File: src/rtl/timer_ctrl.sv
// timer_ctrl: period timer with one-shot or periodic mode, pause/hold,
// a one-cycle terminal-count pulse (tc) and a sticky interrupt (irq).
// States: IDLE, RUN, HOLD, DONE. All outputs are registered.
// Optional feature macro: TIMER_CTRL_PRESCALE_EN adds a prescale input that
// divides the advance rate by prescale+1. Without the macro the counter
// advances on every RUN cycle.
module timer_ctrl #(
  parameter int N  = 8,
  parameter int PW = 4
) (
  input  logic          clk,
  input  logic          reset,
  input  logic          start,
  input  logic          stop,
  input  logic          pause,
  input  logic          mode,
  input  logic [N-1:0]  period,
`ifdef TIMER_CTRL_PRESCALE_EN
  input  logic [PW-1:0] prescale,
`endif
  input  logic          irq_ack,
  output logic [N-1:0]  count,
  output logic          busy,
  output logic          paused,
  output logic          tc,
  output logic          irq
);

  typedef enum logic [1:0] {
    IDLE = 2'd0,
    RUN  = 2'd1,
    HOLD = 2'd2,
    DONE = 2'd3
  } state_t;

  state_t        state_r;
  logic [N-1:0]  period_r;
  logic          mode_r;
  logic [PW-1:0] psc_cnt_r;
  logic [PW-1:0] psc_lim_s;
  logic          start_ok_s;
  logic          advance_s;
  logic          tc_hit_s;
  logic          tc_set_s;

`ifdef TIMER_CTRL_PRESCALE_EN
  logic [PW-1:0] prescale_r;

  // Capture the prescale divisor together with period and mode on an accepted start.
  always_ff @(posedge clk or negedge reset) begin
    if (!reset) begin
      prescale_r <= {PW{1'b0}};
    end else if (!stop && start_ok_s) begin
      prescale_r <= prescale;
    end else begin
      prescale_r <= prescale_r;
    end
  end

  assign psc_lim_s = prescale_r;
`else
  // Without the prescaler the limit is zero, so every RUN cycle is an advance.
  assign psc_lim_s = {PW{1'b0}};
`endif

  // Decode start qualification, advance and terminal-count conditions.
  always_comb begin
    start_ok_s = start && (period != {N{1'b0}});
    advance_s  = (state_r == RUN) && !pause && (psc_cnt_r == psc_lim_s);
    tc_hit_s   = advance_s && (count >= period_r);
    if (stop || start_ok_s) begin
      // A coincident stop or start pre-empts the terminal count.
      tc_set_s = 1'b0;
    end else begin
      tc_set_s = tc_hit_s;
    end
  end

  // Main timer state machine with registered count, status and tc outputs.
  always_ff @(posedge clk or negedge reset) begin
    if (!reset) begin
      state_r   <= IDLE;
      count     <= {N{1'b0}};
      period_r  <= {N{1'b0}};
      mode_r    <= 1'b0;
      psc_cnt_r <= {PW{1'b0}};
      busy      <= 1'b0;
      paused    <= 1'b0;
      tc        <= 1'b0;
    end else begin
      tc <= tc_set_s;
      if (stop) begin
        state_r   <= IDLE;
        count     <= {N{1'b0}};
        psc_cnt_r <= {PW{1'b0}};
        busy      <= 1'b0;
        paused    <= 1'b0;
      end else if (start_ok_s) begin
        state_r   <= RUN;
        period_r  <= period;
        mode_r    <= mode;
        count     <= {N{1'b0}};
        psc_cnt_r <= {PW{1'b0}};
        busy      <= 1'b1;
        paused    <= 1'b0;
      end else begin
        case (state_r)
          IDLE: begin
            busy   <= 1'b0;
            paused <= 1'b0;
          end
          RUN: begin
            if (pause) begin
              // Freeze count and prescaler until pause drops.
              state_r <= HOLD;
              busy    <= 1'b1;
              paused  <= 1'b1;
            end else if (advance_s) begin
              psc_cnt_r <= {PW{1'b0}};
              if (!tc_hit_s) begin
                count <= count + N'(1);
              end else if (mode_r) begin
                count <= {N{1'b0}};
              end else begin
                // One-shot: park at the terminal value.
                state_r <= DONE;
                busy    <= 1'b0;
              end
            end else begin
              psc_cnt_r <= psc_cnt_r + PW'(1);
            end
          end
          HOLD: begin
            if (!pause) begin
              // Resume; counting restarts on the following edge.
              state_r <= RUN;
              paused  <= 1'b0;
            end else begin
              paused  <= 1'b1;
            end
          end
          DONE: begin
            busy   <= 1'b0;
            paused <= 1'b0;
          end
          default: begin
            state_r   <= IDLE;
            count     <= {N{1'b0}};
            psc_cnt_r <= {PW{1'b0}};
            busy      <= 1'b0;
            paused    <= 1'b0;
          end
        endcase
      end
    end
  end

  // Sticky interrupt: terminal count sets it, acknowledge clears it, set wins.
  always_ff @(posedge clk or negedge reset) begin
    if (!reset) begin
      irq <= 1'b0;
    end else if (tc_set_s) begin
      irq <= 1'b1;
    end else if (irq_ack) begin
      irq <= 1'b0;
    end else begin
      irq <= irq;
    end
  end

endmodule
File: config.mk
export PLATFORM = sky130hd
export DESIGN_NAME = timer_ctrl
export DESIGN_NICKNAME = d
export VERILOG_FILES = /design/src/rtl/timer_ctrl.sv
export SDC_FILE = /design/constraint.sdc
export NUM_CORES = 1
export LEC_CHECK = 0
export BUFFER_PORTS_ARGS = -buffer_cell sky130_fd_sc_hd__buf_2
export CORE_MARGIN = 4
export CORE_UTILIZATION = 38
export CTS_CLUSTER_DIAMETER = 30
export DETAILED_ROUTE_END_ITERATION = 7
export PLACE_DENSITY_LB_ADDON = 0.1
export SKIP_CTS_REPAIR_TIMING = 1
export SLEW_MARGIN = 30
export SYNTH_ARGS = -nofsm -noshare
export SYNTH_HDL_FRONTEND = slang
export SYNTH_SLANG_ARGS = --single-unit
export TNS_END_PERCENT = 1
File: constraint.sdc
create_clock -name clk -period 2.4 [get_ports clk]
set_input_delay 0.12 -clock clk [delete_from_list [all_inputs] [get_ports clk]]
set_output_delay 0.12 -clock clk [all_outputs]
set_load 0.01 [all_outputs]
==> metrics <==
WS Path Type=flop to flop; Die ar.=0.00543 mm2; top_reg_cell synth=dfrtp_1; worst-margin pin slew=0.730 ns; I/O Buffers=26; DR iter-0 viols=135; crit path DAT=2.28 ns; H-Tree Level Count=1; power density over the cells=502 mW/mm2; Core Region=0.00409 mm2; Clock Latency Late Sink=0.27 ns; maxcap violations=0; crit-path cells=inv_1 -> ha_1 -> nand2b_4 -> a2111oi_4 -> o31a_1 -> buf_4 -> a32oi_1 -> o22ai_1; CTS max path bufs=2; Clock Pin Slew Worst Setup and Hold Paths=0.10 ns; max-slew violation count=0; via/cell ratio=5.40; Via Count=1,356; Hold Fails Final Rpt=0; share of layout cells above drive strength 1=24.9%; setup TNS=0 ns; Cell Count, Final, Fillers Out=251; most common cell after layout, fill and taps aside=dfrtp_1; CTS tree=done; Syn Area/Cell=9.82 um2; clk root buf=clkbuf_8; Die Ht=73.7 um; # nets final=230; Hold Crit Depth=2; Starting Density=40.1%; WL/cell=14.4 um; Post-synth EDFFs=0; met2 WL=1.74 mm; commonest non-fill, non-tap cells in the layout=27 x dfrtp_1, 26 x buf_2, 19 x inv_1; Tcrit/Tclk final=87.1%; Leak=0.873 nW; Ports=27; M1 WL=1.66 mm; Max VDD drop=0.256 mV; initial antenna violation count=0; proportion of synthesized chip area in sequential cells=41.2%; synth unique cells=42; CTS Sinks=27; relative slew slack=51.2%; Synth Warn #=0; critical path's largest stage delay=0.36 ns; slack of the worst reg-to-reg path=0.31 ns; Gate Count Post-Synth=167; met3 wire length=190 um; Setup-failing EPs final=0; ys async rst share=100%; DPL Wire Length=2.83 mm; CP Launch Type=flop; Cell Area, Placed=0.00185 mm2; first-pass GRT wire length=6.15 mm; RSZ-0062 raised after global routing=no; Synth Register Bits=27; clock skew=0.00571 ns; cts bufs inserted=3; vias in the first global route=1,337; DRC viols=0; Cells after DPL=246; area grow syn2layout=16.4%; largest net degree at the start of global routing=28; maximum clock rate=479 MHz; Post-Syn Area=0.00164 mm2; Remaining Overflow, GRT=0; Site Rows=23; Ant. Diodes=0; Critical Path End Type=flop; DRT Pass-1 Iters=4; RePlAce Congestion=0.864; Die Wd=73.7 um; Crit Path Max Fanout=9; fin area=0.00191 mm2; slowest cell on the critical path=dfrtp_1; CP required=2.59 ns; Top Layer Used=met4; Routed Wire Length=3.61 mm; crit path time final=2.09 ns; Reg2Reg Depth=8; run status=complete, no violations; Worst Hold Class=input port to flop; DRT antenna net count=0; total power=958 uW; Net Count, Synth=195; GRT Total Usage=14.4%
power by group:
group / internal, mW / switching (mW) / leakage [nW]
registers: 0.484 / 0.0210 / 0.353
logic: 0.0917 / 0.0993 / 0.497
clock network: 0.119 / 0.144 / 0.0228
total: 0.694 / 0.264 / 0.873
metal layers:
layer / vias up / GRT usage [%]
li1: 674 / -
met1: 644 / 19.2
met2: 36 / 23.1
met3: 2 / 2.60
met4: 0 / 5.03
met5: - / 0
flip-flops by register name, indices dropped and copies added, names as in the netlist:
register	flops
count	8
period_r	8
psc_cnt_r	4
state_r	2
busy	1
irq	1
mode_r	1
paused	1
tc	1
critical path, delay by kind of cell, from the launching register on:
| family | cells | cell delay (ns) |
|---|---|---|
| AOI/OAI and AO/OA | 4 | 0.96 |
| DFF | 1 | 0.36 |
| adders and majority gates | 1 | 0.28 |
| buffers and inverters | 2 | 0.27 |
| and+or+nand+nor | 1 | 0.15 |
synthesized netlist by cell type, types with 4 or more instances:
cell type  count  area (um2)
nand4_1        4        25.0
mux2_2         9         101
nand3_1        9        45.0
o22ai_1        5        31.3
dfrtp_1       27         676
nand2_1       10        37.5
nor2_1        13        48.8
inv_1         19        71.3
a21oi_1        7        35.0
a32oi_1        5        43.8
ha_1          13         163
layout make-up:
class	instances	area, um2
Inverter	19	71.3
Fill cell	410	2180
Sequential cell	27	676
Multi-Input combinational cell	117	862
Clock buffer	4	45.0
Tap cell	50	62.6
Timing Repair Buffer	34	193
metrics by stage:
step                util (%)  hold WS [ns]  worst slack [ns]
detailed placement      45.4         0.176             0.339
finish                  46.7        0.0402             0.310
global placement        45.4         0.166             0.360
global route            46.7        0.0217             0.188
floorplan                  -        -0.176             0.339
CTS                     46.5        -0.125             0.308
worst paths after layout:
kind | end | from
setup / recovery | count[5]$_DFFE_PN0P_ | count[0]$_DFFE_PN0P_
max in group asynchronous | period_r[4]$_DFFE_PN0P_ | reset
min in group asynchronous | count[2]$_DFFE_PN0P_ | reset
hold reg to reg | period_r[1]$_DFFE_PN0P_ | period_r[1]$_DFFE_PN0P_
setup reg to reg | count[5]$_DFFE_PN0P_ | count[0]$_DFFE_PN0P_
hold / removal | irq$_DFFE_PN0P_ | irq_ack
kinds of logic after synthesis:
family / Yosys count / synth area share, %
flip-flops: 27 / 41.2
multiplexers: 10 / 6.79
AO/OA/AOI/OAI: 35 / 16.6
adder cells (fa/ha/maj): 13 / 9.92
AND/OR/NAND/NOR: 57 / 18.2
buffers and inverters: 23 / 6.25
XOR/XNOR: 2 / 1.07
Note: power is estimated with default switching activity, not from simulation.
